### src/rtl/mux_scan_pkg.sv
// Shared types and helpers for the scanning N:1 channel multiplexer.
//   state_t : operating state of the mux (idle, host-selected, auto-scan)
//   ch_lsb  : bit offset of a channel's slice inside the packed din bus
package mux_scan_pkg;

  typedef enum logic [1:0] {
    IDLE   = 2'd0,
    MANUAL = 2'd1,
    SCAN   = 2'd2
  } state_t;

  // Channel k of a packed bus with w bits per channel starts at bit k*w.
  function automatic int ch_lsb(input int ch, input int w);
    return ch * w;
  endfunction

endpackage

### src/rtl/scan_ptr_ctr.sv
// Channel pointer and dwell counter for the scanning multiplexer.
// Ports:
//   clk, rst_n : rising-edge clock, asynchronous active-low reset
//   load       : a select-load command is present this cycle (valid or not)
//   load_ok    : the command carries an in-range channel index
//   load_val   : channel index to load
//   dwell_clr  : restart the dwell count (scan mode being entered)
//   scan_on    : scan stepping is active this cycle
//   hold       : freeze pointer and dwell count while scanning
//   ch_ptr     : current channel pointer (always < NCH)
//   wrap_p1    : registered flag, high the cycle after the pointer wrapped to 0
module scan_ptr_ctr #(
  parameter int NCH   = 8,
  parameter int DWELL = 4,
  parameter int SELW  = $clog2(NCH)
) (
  input  logic            clk,
  input  logic            rst_n,
  input  logic            load,
  input  logic            load_ok,
  input  logic [SELW-1:0] load_val,
  input  logic            dwell_clr,
  input  logic            scan_on,
  input  logic            hold,
  output logic [SELW-1:0] ch_ptr,
  output logic            wrap_p1
);

  localparam int              DW   = (DWELL > 1) ? $clog2(DWELL) : 1;
  localparam logic [DW-1:0]   DEND = DW'(DWELL - 1);
  localparam logic [SELW-1:0] LAST = SELW'(NCH - 1);

  logic [DW-1:0] dwell_cnt;
  logic          step_p0;
  logic          expire_p0;
  logic          wrap_p0;

  // A load command (even a rejected one) outranks hold, which outranks expiry.
  assign step_p0   = scan_on && !load && !hold;
  assign expire_p0 = step_p0 && (dwell_cnt == DEND);
  assign wrap_p0   = expire_p0 && (ch_ptr == LAST);

  // ---- stage p0 -> p1: pointer/dwell update and wrap flag ----
  always_ff @(posedge clk or negedge rst_n) begin
    if (!rst_n) begin
      ch_ptr    <= '0;
      dwell_cnt <= '0;
      wrap_p1   <= 1'b0;
    end else begin
      wrap_p1 <= wrap_p0;
      if (load_ok) begin
        ch_ptr    <= load_val;
        dwell_cnt <= '0;
      end else if (dwell_clr) begin
        dwell_cnt <= '0;
      end else if (expire_p0) begin
        dwell_cnt <= '0;
        // Explicit wrap keeps the pointer below NCH for non-power-of-two NCH.
        ch_ptr    <= wrap_p0 ? '0 : ch_ptr + 1'b1;
      end else if (step_p0) begin
        dwell_cnt <= dwell_cnt + 1'b1;
      end
    end
  end

endmodule

### src/rtl/mux_scan_nto1.sv
// Parametrised N:1 channel multiplexer with registered, source-tagged output.
// Channels are picked either by a host-loaded select (manual) or by an internal
// pointer that dwells DWELL cycles on each channel in turn (scan).
// Ports:
//   clk, rst_n  : rising-edge clock, asynchronous active-low reset
//   din         : NCH packed channels, channel k at din[k*W +: W]
//   en          : block enable, 0 forces idle
//   mode        : 0 manual, 1 scan
//   sel_in      : channel index to load
//   sel_load    : one-cycle load strobe for sel_in
//   hold        : freeze scanning (pointer and dwell)
//   dout        : registered selected data
//   dout_valid  : dout carries a live sample
//   ch_out      : channel that produced dout
//   scan_wrap   : pulse with the first sample from channel 0 after a wrap
//   sel_err     : pulse after a load with an out-of-range index
module mux_scan_nto1
  import mux_scan_pkg::*;
#(
  parameter int NCH   = 8,
  parameter int W     = 1,
  parameter int DWELL = 4,
  parameter int SELW  = $clog2(NCH)
) (
  input  logic            clk,
  input  logic            rst_n,
  input  logic [NCH*W-1:0] din,
  input  logic            en,
  input  logic            mode,
  input  logic [SELW-1:0] sel_in,
  input  logic            sel_load,
  input  logic            hold,
  output logic [W-1:0]    dout,
  output logic            dout_valid,
  output logic [SELW-1:0] ch_out,
  output logic            scan_wrap,
  output logic            sel_err
);

  localparam logic [SELW:0] NCH_V = (SELW + 1)'(NCH);

  state_t          state;
  state_t          next_state;
  logic            live_p0;
  logic            cmd_p0;
  logic            cmd_ok_p0;
  logic            scan_entry_p0;
  logic            scanning_p0;
  logic [SELW-1:0] ch_ptr;
  logic            wrap_p1;

  // Every state leaves for IDLE when disabled and otherwise follows mode.
  always_comb begin
    next_state = IDLE;
    case (state)
      IDLE, MANUAL, SCAN: begin
        if (en) next_state = mode ? SCAN : MANUAL;
      end
      default: next_state = IDLE;
    endcase
  end

  assign live_p0       = (next_state != IDLE);
  assign scanning_p0   = (state == SCAN);
  assign cmd_p0        = sel_load && (state != IDLE);
  assign cmd_ok_p0     = cmd_p0 && ({1'b0, sel_in} < NCH_V);
  assign scan_entry_p0 = (state != SCAN) && (next_state == SCAN);

  scan_ptr_ctr #(
    .NCH   (NCH),
    .DWELL (DWELL),
    .SELW  (SELW)
  ) u_ptr (
    .clk       (clk),
    .rst_n     (rst_n),
    .load      (cmd_p0),
    .load_ok   (cmd_ok_p0),
    .load_val  (sel_in),
    .dwell_clr (scan_entry_p0),
    .scan_on   (scanning_p0),
    .hold      (hold),
    .ch_ptr    (ch_ptr),
    .wrap_p1   (wrap_p1)
  );

  // ---- stage p0 -> output: state, sample and tag registers ----
  always_ff @(posedge clk or negedge rst_n) begin
    if (!rst_n) begin
      state      <= IDLE;
      dout       <= '0;
      dout_valid <= 1'b0;
      ch_out     <= '0;
      scan_wrap  <= 1'b0;
      sel_err    <= 1'b0;
    end else begin
      state      <= next_state;
      dout_valid <= live_p0;
      sel_err    <= cmd_p0 && !cmd_ok_p0;
      // wrap_p1 lines up with the first sample taken from channel 0.
      scan_wrap  <= wrap_p1 && live_p0;
      // Sample uses the pointer before this cycle's update; idle holds the last sample.
      if (live_p0) begin
        dout   <= din[ch_lsb(int'(ch_ptr), W) +: W];
        ch_out <= ch_ptr;
      end
    end
  end

endmodule

### config.mk
export PLATFORM = sky130hd
export DESIGN_NAME = mux_scan_nto1
export DESIGN_NICKNAME = d
export VERILOG_FILES = /design/src/rtl/mux_scan_pkg.sv /design/src/rtl/scan_ptr_ctr.sv /design/src/rtl/mux_scan_nto1.sv
export SDC_FILE = /design/constraint.sdc
export NUM_CORES = 1
export LEC_CHECK = 0
export ABC_AREA = 1
export CORE_UTILIZATION = 35
export DETAILED_ROUTE_END_ITERATION = 16
export SKIP_LAST_GASP = 1
export SLEW_MARGIN = 20
export SYNTH_ARGS = -nofsm -noshare
export SYNTH_HDL_FRONTEND = slang
export SYNTH_SLANG_ARGS = --single-unit
export TNS_END_PERCENT = 50
### constraint.sdc
create_clock -name clk -period 1.5 [get_ports clk]
set_input_delay 0.3 -clock clk [delete_from_list [all_inputs] [get_ports clk]]
set_output_delay 0.3 -clock clk [all_outputs]
set_load 0.1 [all_outputs]
Word level (Yosys, flattened, before mapping):

Cells that the tools add are included.

* mux-type cells: 11
* shift-type cells: 1
* reductions and logical operators: 16
* eq/ne operators: 7
* add/subtract/negate cells: 2

Operator list (count)
* $mux 2: 7
* $mux 3: 4
* $shiftx 8x4->1: 1
* $logic_and 1x1->1: 7
* $eq 2x2->1 const B: 3
* $reduce_bool 2->1: 3
* $ne 2x2->1 const B: 2
* $reduce_bool 4->1: 1
* $add 3x1->3 const B: 1
* $eq 3x3->1 const B: 1
* $reduce_or 3->1: 1
* $add 2x1->2 const B: 1
* $eq 2x1->1 const B: 1
* $logic_not 1->1: 2
* $logic_not 2->1: 1
* $reduce_and 2->1: 1

* bits in registers: 14
* word-level logic and storage cells: 45
* bits of input ports: 17
* output and inout bits: 7

Depth between registers and ports, before layout:

* word-level depth: 11
* mapped depth: 6
* mapped depth without buffers: 6

Hierarchy:

A second synthesis with hierarchy kept.

* cell total of the unflattened synthesis: 108
* area, all modules: 803.3 µm²

Modules (own cells, without submodules)
* mux_scan_nto1: cells each 56, sequential area each 200.2 µm², area each 414.1 µm², times used 1
* scan_ptr_ctr: cells each 52, sequential area each 150.1 µm², area each 389.1 µm², times used 1

Worst setup path after synthesis:

No wires, ideal clock.

* path kind: reg-to-output
* start point: reg ch_out[2]
* end point: out ch_out[2]
* stages on the path, launching flop included: 1
* arrival: 0.898 ns
* path buffers: 0
* required time: 1.200 ns
* path slack: 0.302 ns
* cells stage by stage: dfrtp_1

RTL lines
* from (decl): line mux_scan_nto1.sv:35 `output logic [SELW-1:0] ch_out,`
* from (signal assigned): line mux_scan_nto1.sv:104 `ch_out <= ch_ptr;`

No word-level cell between the ends.

Worst setup path after layout:

* start point: reg u_ptr.ch_ptr[0]
* end point: reg u_ptr.ch_ptr[2]

* longest elaborated chain between the ends: 6
* elaborated cells between the ends (all ways): 7
* classes of those cells: add/sub (1); eq/ne (1); mux (4); reduce/logical (1)

Ends and longest elaborated chain
* from (decl): line scan_ptr_ctr.sv:25 `output logic [SELW-1:0] ch_ptr,`
* from (signal assigned): line scan_ptr_ctr.sv:52 `ch_ptr <= load_val;`
* from (signal assigned): line scan_ptr_ctr.sv:59 `ch_ptr <= wrap_p0 ? '0 : ch_ptr + 1'b1;`
* parallel branches: the longest is 2 deep, another holds $add 3x1->3
* $mux 3 (*): line scan_ptr_ctr.sv:59
* $mux 3 (*): line scan_ptr_ctr.sv:56 `end else if (expire_p0) begin`
* $mux 3 (*): line scan_ptr_ctr.sv:54 `end else if (dwell_clr) begin`
* $mux 3 (*): line scan_ptr_ctr.sv:51 `if (load_ok) begin`

Every way passes the cells marked *. The select of a mux whose other input is x is not followed.
A chain may end at the register's enable or synchronous reset.

==> results by group <==
Logic synthesis
  • Register area share after synthesis: 47.1%
  • Mean Syn Cell Area: 7.75 sq um
  • Top cell type's share of synthesized area: approximately 47%
  • Syn Inst Count: 96
  • Netlist cell types: 16
  • Synth warn: 0
  • Top post-synthesis cells by area: dfrtp_1 47%, nand2_1 12%, nand3_1 8.7%
  • Yosys top cell by area: dfrtp_1
  • Synthesized Nets: between 100 and 150
  • Post-Syn Area: between 700 and 800 sq um
  • Register bit total from synthesis: 14

STA
  • Fin crit share: 82.5%
  • Slew Limit Fails: 0
  • F_max: 808 MHz
  • Setup violators final: 0
  • Final Critical Period: 1.24 ns
  • Setup_tns: 0 ns
  • Fin. Hold Viols: 0
  • Clock Skews: 0.00148 ns
  • RSZ-0062 raised after global routing: no

CTS
  • # clock sinks: 14
  • Hold-fix buffers, CTS: 0
  • CTS tree: yes
  • Clk slew on worst S/H paths: 0.08 ns
  • Worst-case clock buffer depth: 2
  • Post-CTS Resized: 0
  • Max H-tree Level: 1
  • Clock root cell: clkbuf_4
  • Worst skew pair latency: 0.28 ns
  • Post-CTS setup buffers: 0
  • Clock buffer count from CTS: 3

Global routing
  • Met3 GRT Util: 5.56%
  • Gr ovfl total: 0
  • Number of global-route vias before repair: 583
  • Largest net degree at the start of global routing: 15
  • Initial antenna violation count: 0
  • GR Layer Usage met2: 23.0%
  • First-pass GRT wire length: 2.34 mm
  • Gr busiest metal: met2
  • Met1 Resource Use GR: about a fifth
  • Tot GR Track Use: 15.4%

Worst setup path
  • Worst Path Required: about 1.7 ns
  • CP Max Fanout: 7
  • WP buf/inv: 0
  • CP peak stage delay: around 0.47 ns
  • Worst path cell trace: ha_1, ha_1, nand4_1, nand3_1
  • Kind of end point of the critical path: flop
  • Worst EP arrival: 1.41 ns
  • Crit-path slowest cell: dfrtp_1
  • Cell family with most CP delay: adder cells
  • CP Launch Type: flop
  • CP most frequent cell: ha_1
  • Kind of critical path: reg -> reg
  • R2R Setup Slk: 0.26 ns

Floorplanning
  • DIE AREA: ~0.0023 sq mm
  • Die W: a little under 50 um
  • Placeable Area: 0.00198 sq mm
  • Std-Cell Rows: 16
  • Initial Utilization: 37.6%
  • Die Y: 48.1 um
  • IO Count: 24

Pwr
  • Sequential share of power: 39.2%
  • Leakage: between 0.5 and 0.6 nW
  • Worst VDD drop: 0.733 mV
  • Switching Share: about two fifths
  • Clock group share of total power: a little under a quarter
  • Power after layout: 1.20 mW
  • Power per cell area: 1110 mW/mm^2
  • Comb power frac: 38.2%
  • Psw: ~0.46 mW
  • Pint: 0.743 mW

Drt
  • DRT Wirelength: around 1.4 mm
  • Antenna Violating Nets Remaining: 0
  • Initial drt markers: 11
  • WL per Instance: 9.67 um
  • DRC Markers: 0
  • Via Count: 665
  • Drt via density: 4.49
  • Pre-antenna DRT Iters: 4

Layout
  • Layout Nets: 142
  • Ratio of cells with drive above 1 in the final layout: between 10% and 20%
  • Fill cells: 182
  • Antenna cell count: 0
  • Register area: roughly 350 sq um
  • P&R area growth vs syn: 45.5%
  • Multi-input logic area: 312 sq um

Place
  • HPWL after DPL: 1.13 mm
  • Port bufs: 22
  • Final Wtd Congestion: 0.798

Status
  • Outcome: complete, no violations

Job
  • MaxCap Viol Count: 0

Hold path
  • Worst min-delay path class: in -> async
==> placed cells by master, fill, tap and decap left out, drive strengths merged <==
| master | count |
|---|---|
| o21ai | 3 |
| nand4 | 4 |
| dfrtp | 14 |
| inv | 17 |
| a21oi | 2 |
| nand3 | 13 |
| clkdlybuf4s50 | 16 |
| buf | 7 |
| nand2 | 25 |
| ha | 3 |
| clkbuf | 4 |
| nor2 | 12 |
| conb | 1 |
==> worst paths after layout <==
path,start,cells after the start,to
max,u_ptr.ch_ptr[0]$_DFFE_PN0P_,4,u_ptr.ch_ptr[2]$_DFFE_PN0P_
max reg2reg,u_ptr.ch_ptr[0]$_DFFE_PN0P_,4,u_ptr.ch_ptr[2]$_DFFE_PN0P_
min reg2reg,u_ptr.wrap_p1$_DFF_PN0_,2,scan_wrap$_DFF_PN0_
max in group asynchronous,rst_n,2,u_ptr.dwell_cnt[0]$_DFFE_PN0P_
min in group clk,u_ptr.wrap_p1$_DFF_PN0_,2,scan_wrap$_DFF_PN0_
min,rst_n,2,state[1]$_DFF_PN0_
==> cells in the mapped netlist <==
| library cell | number |
|---|---|
| nand2_1 | 23 |
| inv_1 | 16 |
| dfrtp_1 | 14 |
| nand3_1 | 13 |
| nor2_1 | 11 |
| nand4_1 | 4 |
| ha_1 | 3 |
| a21oi_1 | 2 |
| nand2_2 | 2 |
| o21ai_0 | 2 |
| buf_4 | 1 |
| buf_6 | 1 |
| conb_1 | 1 |
| inv_2 | 1 |
| nor2_4 | 1 |
| o21ai_2 | 1 |
==> metal layers <==
| layer | vias to the layer above | share of wire (%) |
|---|---|---|
| met5 | - | 0 |
| li1 | 348 | - |
| met1 | 299 | 46 |
| met3 | 5 | 3.7 |
| met2 | 13 | 48 |
| met4 | 0 | 1.9 |
==> layout make-up <==
cell class	instances	area share, %
multi-input cells	63	28.8
inverters	17	5.89
clock buffers	4	3.35
well taps	27	3.12
flip-flops and latches	14	32.3
repair buffers	23	26.6
==> logic make-up after synthesis <==
group                    share of synthesized area (%)
buffers and inverters                             11.1
other                                            0.504
AO/OA/AOI/OAI                                     3.87
AND/OR/NAND/NOR                                   32.4
adder cells (fa/ha/maj)                           5.04
flip-flops                                        47.1
==> registers in the layout (all words and copies together), names as in the netlist <==
signal / count
ch_out: 3
u_ptr.wrap_p1: 1
u_ptr.ch_ptr: 3
dout: 1
state: 2
u_ptr.dwell_cnt: 2
scan_wrap: 1
dout_valid: 1
==> stage by stage <==
stage | setup slack (ns) | area (sq um) | util [%] | instances | hold slack (ns)
finish | 0.262 | 1080 | 54.7 | 148 | 0.322
global route | 0.183 | 1080 | 54.7 | 148 | 0.332
CTS | 0.253 | 1080 | 54.7 | 148 | 0.318
detailed placement | 0.122 | 1050 | 52.8 | 144 | 0.464
global placement | 0.161 | 1050 | 52.8 | 144 | 0.452
floorplan | 0.302 | 744 | - | 96 | 0.00441
==> power groups by stage <==
stage / clock network [mW] / registers (mW) / logic [mW]
6_report: 0.271 / 0.471 / 0.459
5_1_grt: 0.297 / 0.475 / 0.493
4_1_cts: 0.285 / 0.471 / 0.464
3_5_place_dp: 0 / 0.478 / 0.463
3_3_place_gp: 0 / 0.478 / 0.460
2_1_floorplan: 0 / 0.630 / 0.119
No activity file was read; power rests on OpenSTA's default activity.
